### src/rtl/axil_cmd_master.sv
// AXI4-Lite initiator: each command beat from the stream becomes one single-beat read or write,
// and each finished (or timed-out) transaction returns one response beat.
module axil_cmd_master #(
    parameter int C_ADDR_WIDTH = 32,
    parameter int C_DATA_WIDTH = 32,
    parameter int C_TIMEOUT    = 256
) (
    input  logic                      s_axi_aclk,
    input  logic                      s_axi_aresetn,
    output logic                      s_axis_cmd_tready,
    input  logic                      s_axis_cmd_tvalid,
    input  logic                      s_axis_cmd_op,
    input  logic [C_ADDR_WIDTH-1:0]   s_axis_cmd_addr,
    input  logic [C_DATA_WIDTH-1:0]   s_axis_cmd_wdata,
    input  logic [C_DATA_WIDTH/8-1:0] s_axis_cmd_wstrb,
    input  logic                      m_axis_rsp_tready,
    output logic                      m_axis_rsp_tvalid,
    output logic                      m_axis_rsp_op,
    output logic [C_DATA_WIDTH-1:0]   m_axis_rsp_rdata,
    output logic [1:0]                m_axis_rsp_resp,
    output logic                      m_axis_rsp_tout,
    output logic [C_ADDR_WIDTH-1:0]   m_axi_awaddr,
    output logic [2:0]                m_axi_awprot,
    output logic                      m_axi_awvalid,
    input  logic                      m_axi_awready,
    output logic [C_DATA_WIDTH-1:0]   m_axi_wdata,
    output logic [C_DATA_WIDTH/8-1:0] m_axi_wstrb,
    output logic                      m_axi_wvalid,
    input  logic                      m_axi_wready,
    input  logic [1:0]                m_axi_bresp,
    input  logic                      m_axi_bvalid,
    output logic                      m_axi_bready,
    output logic [C_ADDR_WIDTH-1:0]   m_axi_araddr,
    output logic [2:0]                m_axi_arprot,
    output logic                      m_axi_arvalid,
    input  logic                      m_axi_arready,
    input  logic [C_DATA_WIDTH-1:0]   m_axi_rdata,
    input  logic [1:0]                m_axi_rresp,
    input  logic                      m_axi_rvalid,
    output logic                      m_axi_rready,
    output logic [2:0]                dbg_state_o
);
    localparam logic [2:0] S_IDLE    = 3'd0;
    localparam logic [2:0] S_WR_REQ  = 3'd1;
    localparam logic [2:0] S_WR_RESP = 3'd2;
    localparam logic [2:0] S_RD_REQ  = 3'd3;
    localparam logic [2:0] S_RD_DATA = 3'd4;
    localparam logic [2:0] S_RSP     = 3'd5;

    localparam int          CW      = (C_TIMEOUT > 1) ? $clog2(C_TIMEOUT) : 1;
    localparam int          TO_LAST = (C_TIMEOUT > 0) ? C_TIMEOUT - 1 : 0;
    localparam bit          TO_EN   = (C_TIMEOUT != 0);
    localparam logic [CW-1:0] TO_LAST_C = CW'(TO_LAST);

    logic [2:0]                state_q, state_d;
    logic                      cmd_tready_q, cmd_tready_d;
    logic [C_ADDR_WIDTH-1:0]   awaddr_q, awaddr_d, araddr_q, araddr_d;
    logic [C_DATA_WIDTH-1:0]   wdata_q, wdata_d, rsp_rdata_q, rsp_rdata_d;
    logic [C_DATA_WIDTH/8-1:0] wstrb_q, wstrb_d;
    logic                      awvalid_q, awvalid_d, wvalid_q, wvalid_d, bready_q, bready_d;
    logic                      arvalid_q, arvalid_d, rready_q, rready_d;
    logic                      aw_done_q, aw_done_d, w_done_q, w_done_d;
    logic                      rsp_tvalid_q, rsp_tvalid_d, rsp_op_q, rsp_op_d, rsp_tout_q, rsp_tout_d;
    logic [1:0]                rsp_resp_q, rsp_resp_d;
    logic [CW-1:0]             tmo_q, tmo_d;

    logic cmd_hs, aw_hs, w_hs, b_hs, ar_hs, r_hs, rsp_hs, tmo_hit, abort;

    // A beat transfers on a clock edge where valid and ready are both high; every valid/ready
    // driven here is a register, and a valid is held until its handshake (timeout/reset excepted).
    assign cmd_hs  = s_axis_cmd_tvalid & cmd_tready_q;
    assign aw_hs   = awvalid_q & m_axi_awready;
    assign w_hs    = wvalid_q & m_axi_wready;
    assign b_hs    = bready_q & m_axi_bvalid;
    assign ar_hs   = arvalid_q & m_axi_arready;
    assign r_hs    = rready_q & m_axi_rvalid;
    assign rsp_hs  = rsp_tvalid_q & m_axis_rsp_tready;
    assign tmo_hit = TO_EN && (tmo_q == TO_LAST_C);

    always_comb begin
        state_d     = state_q;
        awaddr_d    = awaddr_q;
        araddr_d    = araddr_q;
        wdata_d     = wdata_q;
        wstrb_d     = wstrb_q;
        awvalid_d   = awvalid_q;
        wvalid_d    = wvalid_q;
        bready_d    = bready_q;
        arvalid_d   = arvalid_q;
        rready_d    = rready_q;
        aw_done_d   = aw_done_q;
        w_done_d    = w_done_q;
        rsp_tvalid_d = rsp_tvalid_q;
        rsp_op_d    = rsp_op_q;
        rsp_rdata_d = rsp_rdata_q;
        rsp_resp_d  = rsp_resp_q;
        rsp_tout_d  = rsp_tout_q;
        tmo_d       = tmo_q;
        abort       = 1'b0;
        case (state_q)
            S_IDLE: begin
                if (cmd_hs) begin
                    rsp_op_d = s_axis_cmd_op;
                    tmo_d    = '0;
                    if (s_axis_cmd_op) begin
                        araddr_d  = s_axis_cmd_addr;
                        arvalid_d = 1'b1;
                        state_d   = S_RD_REQ;
                    end else begin
                        awaddr_d  = s_axis_cmd_addr;
                        wdata_d   = s_axis_cmd_wdata;
                        wstrb_d   = s_axis_cmd_wstrb;
                        awvalid_d = 1'b1;
                        wvalid_d  = 1'b1;
                        aw_done_d = 1'b0;
                        w_done_d  = 1'b0;
                        state_d   = S_WR_REQ;
                    end
                end
            end
            S_WR_REQ: begin
                aw_done_d = aw_done_q | aw_hs;
                w_done_d  = w_done_q | w_hs;
                if (aw_hs) awvalid_d = 1'b0;
                if (w_hs)  wvalid_d  = 1'b0;
                if (aw_done_d && w_done_d) begin
                    bready_d = 1'b1;
                    tmo_d    = '0;
                    state_d  = S_WR_RESP;
                end else if (aw_hs || w_hs) begin
                    tmo_d = '0;
                end else if (tmo_hit) begin
                    abort = 1'b1;
                end else begin
                    tmo_d = tmo_q + CW'(1);
                end
            end
            S_WR_RESP: begin
                if (b_hs) begin
                    bready_d     = 1'b0;
                    rsp_resp_d   = m_axi_bresp;
                    rsp_rdata_d  = '0;
                    rsp_tout_d   = 1'b0;
                    rsp_tvalid_d = 1'b1;
                    state_d      = S_RSP;
                end else if (tmo_hit) begin
                    abort = 1'b1;
                end else begin
                    tmo_d = tmo_q + CW'(1);
                end
            end
            S_RD_REQ: begin
                if (ar_hs) begin
                    arvalid_d = 1'b0;
                    tmo_d     = '0;
                    state_d   = S_RD_DATA;
                end else if (tmo_hit) begin
                    abort = 1'b1;
                end else begin
                    tmo_d = tmo_q + CW'(1);
                end
            end
            S_RD_DATA: begin
                // rready is raised one cycle after entering, giving the read path its extra cycle.
                rready_d = 1'b1;
                if (r_hs) begin
                    rready_d     = 1'b0;
                    rsp_resp_d   = m_axi_rresp;
                    rsp_rdata_d  = m_axi_rdata;
                    rsp_tout_d   = 1'b0;
                    rsp_tvalid_d = 1'b1;
                    state_d      = S_RSP;
                end else if (tmo_hit) begin
                    abort = 1'b1;
                end else begin
                    tmo_d = tmo_q + CW'(1);
                end
            end
            S_RSP: begin
                if (rsp_hs) begin
                    rsp_tvalid_d = 1'b0;
                    state_d      = S_IDLE;
                end
            end
            default: state_d = S_IDLE;
        endcase
        // Debug recovery: abandons the slave mid-protocol and reports a synthetic SLVERR.
        if (abort) begin
            awvalid_d    = 1'b0;
            wvalid_d     = 1'b0;
            bready_d     = 1'b0;
            arvalid_d    = 1'b0;
            rready_d     = 1'b0;
            rsp_resp_d   = 2'b10;
            rsp_tout_d   = 1'b1;
            rsp_rdata_d  = '0;
            rsp_tvalid_d = 1'b1;
            state_d      = S_RSP;
        end
        cmd_tready_d = (state_d == S_IDLE);
    end

    always_ff @(posedge s_axi_aclk or negedge s_axi_aresetn) begin
        if (!s_axi_aresetn) begin
            state_q      <= S_IDLE;
            cmd_tready_q <= 1'b0;
            awaddr_q     <= '0;
            araddr_q     <= '0;
            wdata_q      <= '0;
            wstrb_q      <= '0;
            awvalid_q    <= 1'b0;
            wvalid_q     <= 1'b0;
            bready_q     <= 1'b0;
            arvalid_q    <= 1'b0;
            rready_q     <= 1'b0;
            aw_done_q    <= 1'b0;
            w_done_q     <= 1'b0;
            rsp_tvalid_q <= 1'b0;
            rsp_op_q     <= 1'b0;
            rsp_rdata_q  <= '0;
            rsp_resp_q   <= 2'b00;
            rsp_tout_q   <= 1'b0;
            tmo_q        <= '0;
        end else begin
            state_q      <= state_d;
            cmd_tready_q <= cmd_tready_d;
            awaddr_q     <= awaddr_d;
            araddr_q     <= araddr_d;
            wdata_q      <= wdata_d;
            wstrb_q      <= wstrb_d;
            awvalid_q    <= awvalid_d;
            wvalid_q     <= wvalid_d;
            bready_q     <= bready_d;
            arvalid_q    <= arvalid_d;
            rready_q     <= rready_d;
            aw_done_q    <= aw_done_d;
            w_done_q     <= w_done_d;
            rsp_tvalid_q <= rsp_tvalid_d;
            rsp_op_q     <= rsp_op_d;
            rsp_rdata_q  <= rsp_rdata_d;
            rsp_resp_q   <= rsp_resp_d;
            rsp_tout_q   <= rsp_tout_d;
            tmo_q        <= tmo_d;
        end
    end

    assign s_axis_cmd_tready = cmd_tready_q;
    assign m_axis_rsp_tvalid = rsp_tvalid_q;
    assign m_axis_rsp_op     = rsp_op_q;
    assign m_axis_rsp_rdata  = rsp_rdata_q;
    assign m_axis_rsp_resp   = rsp_resp_q;
    assign m_axis_rsp_tout   = rsp_tout_q;
    assign m_axi_awaddr      = awaddr_q;
    assign m_axi_awprot      = 3'b000;
    assign m_axi_awvalid     = awvalid_q;
    assign m_axi_wdata       = wdata_q;
    assign m_axi_wstrb       = wstrb_q;
    assign m_axi_wvalid      = wvalid_q;
    assign m_axi_bready      = bready_q;
    assign m_axi_araddr      = araddr_q;
    assign m_axi_arprot      = 3'b000;
    assign m_axi_arvalid     = arvalid_q;
    assign m_axi_rready      = rready_q;
    assign dbg_state_o       = state_q;
endmodule

### config.mk
export PLATFORM = sky130hd
export DESIGN_NAME = axil_cmd_master
export DESIGN_NICKNAME = d
export VERILOG_FILES = /design/src/rtl/axil_cmd_master.sv
export SDC_FILE = /design/constraint.sdc
export NUM_CORES = 1
export LEC_CHECK = 0
export CAP_MARGIN = 20
export CORE_AREA = 2 2 129 131
export CTS_BUF_LIST = sky130_fd_sc_hd__clkbuf_4
export DETAILED_ROUTE_END_ITERATION = 10
export DIE_AREA = 0 0 131 133
export PLACE_DENSITY = 0.78
export SKIP_LAST_GASP = 1
export SLEW_MARGIN = 15
export SYNTH_ARGS = -nofsm -noshare
export SYNTH_HDL_FRONTEND = slang
export SYNTH_SLANG_ARGS = --single-unit
export TNS_END_PERCENT = 50
### constraint.sdc
create_clock -name s_axi_aclk -period 1.8 [get_ports s_axi_aclk]
set_input_delay 0.36 -clock s_axi_aclk [delete_from_list [all_inputs] [get_ports s_axi_aclk]]
set_output_delay 0.36 -clock s_axi_aclk [all_outputs]
set_load 0.05 [all_outputs]
Word-level counts from Yosys, hierarchy flattened
Index checks and enable logic that the tools add are counted.

Register bits: 156. Bits of input ports: 114. Output and inout bits: 152. Logic and storage cells: 137.

Reduce and logical (&&, ||, !) cells: 23. Muxes and demuxes: 64. Eq/ne operators: 20. Add/sub/neg operators: 1. Bitwise gates (word level): 10.

Operator list (count): two-way mux 32 bit (3); one-hot mux 32 bit (2 select lines) (1); two-way mux 8 bit (7); one-hot mux 8 bit (5 select lines) (1); two-way mux 1 bit (30); inequality test 3 bit (second input constant) (10); two-way mux 3 bit (7); AND reduction 4 bit (5); one-hot mux 3 bit (6 select lines) (1); AND reduction 3 bit (5); one-hot mux 1 bit (2 select lines) (7); nonzero test 3 bit (4); adder 8 x 1 -> 8 bit (second input constant) (1); equality test 8 bit (second input constant) (1); two-way mux 2 bit (4); inequality test 2 bit (second input constant) (4); bitwise AND 1 bit (7); equality test 3 x 2 -> 1 bit (second input constant) (2); equality test 3 bit (second input constant) (2); logical NOT 3 bit (2); nonzero test 5 bit (1); one-hot mux 1 bit (4 select lines) (1); one-hot mux 2 bit (2 select lines) (1); nonzero test 2 bit (2); other kinds (8) (9).

Longest topological paths before layout
Depth after elaboration: 7. Gate-level depth with buffers: 8. Mapped depth without buffers: 6.

Worst setup path after synthesis
Ideal clock, no wire load.

Path kind: register to register. Start point: register state_q[2] (netlist: dbg_state_o[2]). End point: register state_q[0] (netlist: dbg_state_o[0]). Buffers on the path: 1. Period minus slack after synthesis: 2.211 ns. Required time: 1.662 ns. Setup slack: -0.411 ns. Arrival: 2.073 ns. Cell stages (with the launch flop): 7. Library setup time: 0.138 ns. Cells stage by stage: dfrtp_1 > buf_6 > and3b_1 > a22oi_4 > and3_4 > nor2_2 > or4_1.

Longest elaborated chain between the ends: 3. Elaborated cells between the ends (all ways): 9. Classes of those cells: 5 x eq/ne; 3 x mux; 1 x reduce/logical.

Ends and longest elaborated chain: start: declaration (RTL line 55) `logic [2:0] state_q, state_d;`; start signal: assignment (RTL line 225) `state_q <= state_d;`; equality test 3 bit (tied with other cells) (RTL line 100) `case (state_q)`; one-hot mux 3 bit (6 select lines) / one-hot mux 1 bit (4 select lines) (equally long branches) (RTL line 100); two-way mux 3 bit * (RTL line 188) `if (abort) begin`; named net state_d[0] (RTL line 55).

The timed path passes the listed nets; every way through them passes the cells marked *. A chain may end at the register's enable or synchronous reset.

Worst setup path in the final report
Start point: register state_q[0] (netlist: dbg_state_o[0]). End point: register state_q[0] (netlist: dbg_state_o[0]).

Longest elaborated chain between the ends: 3. Elaborated cells between the ends (all ways): 15. Classes of those cells: 5 x eq/ne; 9 x mux; 1 x reduce/logical.

Ends and longest elaborated chain (RTL line): equality test 3 bit (tied with other cells) (100); one-hot mux 3 bit (6 select lines) / one-hot mux 1 bit (4 select lines) (equally long branches) (100); two-way mux 3 bit * (188); named net state_d[0] (55).

Marked as above.

==> impl_metrics.toml <==
[timing]
fin_crit_ns = 1.95
setup_slack_ns = -0.149
drv_slew = 0
timing.fmax_mhz = 513
fin_crit_sh_pct = 108
skew_ns = 0.0178
hold_violations = 0
rsz0062_at_grt = "true"
finalSetupViolCount = 142

[global_routing]
grt_pass1_wl_mm = 27.6
antenna_found_initial = 1
grt_max_degree = 42
grt_overflow = 0
grt_pass1_vias = 5410
grt_usage_pct = 20.5

[layout]
seq_area_um2 = 3910
n_fill_cell = 1306
diodes = 0
multi_input_comb_area_um2 = 2290
final_common_cell = "buf_4"
areaGrowthSynthToFinish_pct = 55.4
most-common-layout-cells = "buf_4, dfrtp_1, clkdlybuf4s50_1"
utilization_pct = 60.1
fin_area_um2 = 9720
layout-drive-gt1-share_pct = 47.8
nets = 887

[setup_path]
rrSetupSlack_ns = -0.15
startpoint = "dbg_state_o[0]"
r2r_end = "dbg_state_o[0]"
cp_num_cells = 6
end_kind = "register"
crit_path_start_kind = "register"
path_cells = "buf_6 -> and3b_2 -> a22oi_4 -> and3_4 -> nor2_2 -> or4_1"
slowest_delay_ns = 0.48
crit_type = "register to register"
path_delay_family = "simple AND/OR/NAND/NOR gates"
reg2reg_from = "dbg_state_o[0]"
r2r_cells = 6
cp_slowest_cell = "dfrtp_2"
cp.required_ns = 2.23
critPathCapture = "dbg_state_o[0]"
path_buf_inv = 1
crit_fanout = 6
arrival_ns = 2.38

[detailed_routing]
drc = 0
routed_via_density = 5.00
drtPass1Iterations = 4
drt_iter0_drc = 145
routed_wl_mm = 17.5
routedWlPerCell_um = 17.4
vias = 5026
ant_nets = 0

[hold_path]
hold_class = "primary input to async pin"

[cts]
cts_tree = "built"
cts_root_buf = "clkbuf_4"
insertion_delay_ns = 0.54
clk_pin_slew_ns = 0.14
h-tree-depth = 4
clock-sinks = 156
clock_path_buffers = 2
cts_buffers = 17

[power]
ir_drop_mv = 0.406
power.density_nw_per_um2 = 641
p_seq_share_pct = 56.3
combPwrFrac_pct = 6.4
p_int_w = 0.00476
p_clk_share_pct = 37.4
p_sw_w = 0.00147
power.leakage_nw = 4.97
p_sw_share_pct = 23.6

[floorplan]
coreArea_um2 = 16200
dieHeight_um = 133
num_rows = 47
dieWidth_um = 131
initial_utilization_pct = 38.7
ios = 266
dieArea_um2 = 17400

[synthesis]
synth_seq_cells = 156
syn-cell-area_um2 = 6260
syn_avg_cell_area_um2 = 14.1
synth_warnings = 0
netlist.area_leader.share_pct = 62.4
synth_area_leaders = "dfrtp_1, mux2_2, a22o_1, nand2_1, buf_4"
yosys.area.top_type = "dfrtp_1"
ys_seq_area_share_pct = 62.4
synth_edf_count = 0
syn_inst = 444
synthFlopType = "dfrtp_1"
synth.distinct_cells = 46
synthArstFlopShare_pct = 100

[run]
maxCapViolCount = 0

[placement]
placed_area_um2 = 9200
port_buffers = 259
place.gp.congestion = 0.875
post-dp-hpwl_mm = 12.9

[outcome]
status = "complete, but fails checks"
failed_checks = "negative setup slack"
-- flip-flops by register name (all words and copies together), names as in the netlist, 2 cells and up --
signal / cells
dbg_state_o: 3
m_axi_araddr: 32
m_axi_awaddr: 32
m_axi_wdata: 32
m_axi_wstrb: 4
m_axis_rsp_rdata: 32
m_axis_rsp_resp: 2
tmo_q: 8
-- routing by layer --
metal / share of wire [%] / up-vias / track usage, %
met3: 7.7 / 34 / 7.56
met5: 0 / - / 0
li1: - / 2271 / -
met1: 38 / 2511 / 23.6
met2: 53 / 210 / 35.0
met4: 2.0 / 0 / 7.21
-- cells by family (layout without fill, tap and decap cells) --
kind of cell | after synthesis | after routing | share of synthesized area (%)
flops | 156 | 156 | 62.4
buf+inv | 31 | 367 | 2.76
mux | 101 | 101 | 18.2
fa+ha+maj | 1 | 1 | 0.200
compound gates | 79 | 79 | 9.96
simple gates | 75 | 75 | 6.46
other cells | 1 | 6 | 0.0599
-- cell usage after synthesis, types with 3 or more instances --
library cell	instances
and3_1	6
nor3_1	5
nand3_1	9
a21oi_1	11
buf_2	12
o22ai_1	3
inv_1	4
dfrtp_1	156
nand2_1	26
a22o_1	34
buf_4	9
nand2b_1	6
nor2_1	7
and2_1	4
mux2_2	100
o21ai_0	11
clkbuf_1	5
-- repair_timing --
action / in CTS / in global routing
endpoints found under the setup margin: 149 / 154
gates cloned: 1 / 0
hold buffers: 1 / 0
setup buffers: 9 / 2
endpoints found under the hold margin: 35 / 0
gates resized for setup: 14 / 5
pin swaps: 5 / 5
-- worst min path at each step --
stage,start,to,slack (ns),depth (start not counted)
after detailed placement,s_axi_aresetn,m_axis_rsp_rdata[10],0.32,1
after global placement,s_axi_aresetn,m_axis_rsp_rdata[20],0.31,1
after global routing,s_axi_aresetn,m_axis_rsp_rdata[0],0.27,2
final,s_axi_aresetn,m_axis_rsp_rdata[22],0.30,2
after CTS,s_axi_aresetn,m_axis_rsp_rdata[22],0.25,2
after floorplan,s_axi_aresetn,aw_done_q,0.06,0
-- layout make-up --
type / instances / area share, %
Tap cell: 220 / 2.83
Multi-Input combinational cell: 262 / 23.5
Sequential cell: 156 / 40.2
Timing Repair Buffer: 331 / 30.0
Clock inverter: 14 / 1.88
Inverter: 4 / 0.154
Clock buffer: 18 / 1.39
-- metrics by stage --
step	TNS, ns	total power [W]	std cells	worst slack (ns)	hold slack (ns)
floorplan	-21.51	0.00362	449	-0.237	0.0644
global placement	-23.11	0.00396	960	-0.290	0.309
detailed placement	-29.25	0.00397	960	-0.307	0.320
CTS	-6.23	0.00634	1003	-0.139	0.249
global route	-22.97	0.00649	1005	-0.206	0.273
finish	-11.68	0.00623	1005	-0.149	0.305
-- power by group through the flow --
stage	clock network (W)	logic, W	registers (W)
after floorplan	0	0.0000443	0.00357
after global placement	0	0.000389	0.00357
after detailed placement	0	0.000399	0.00357
after CTS	0.00243	0.000403	0.00350
after global routing	0.00256	0.000431	0.00351
final	0.00233	0.000398	0.00350
No activity file was read; power rests on OpenSTA's default activity.
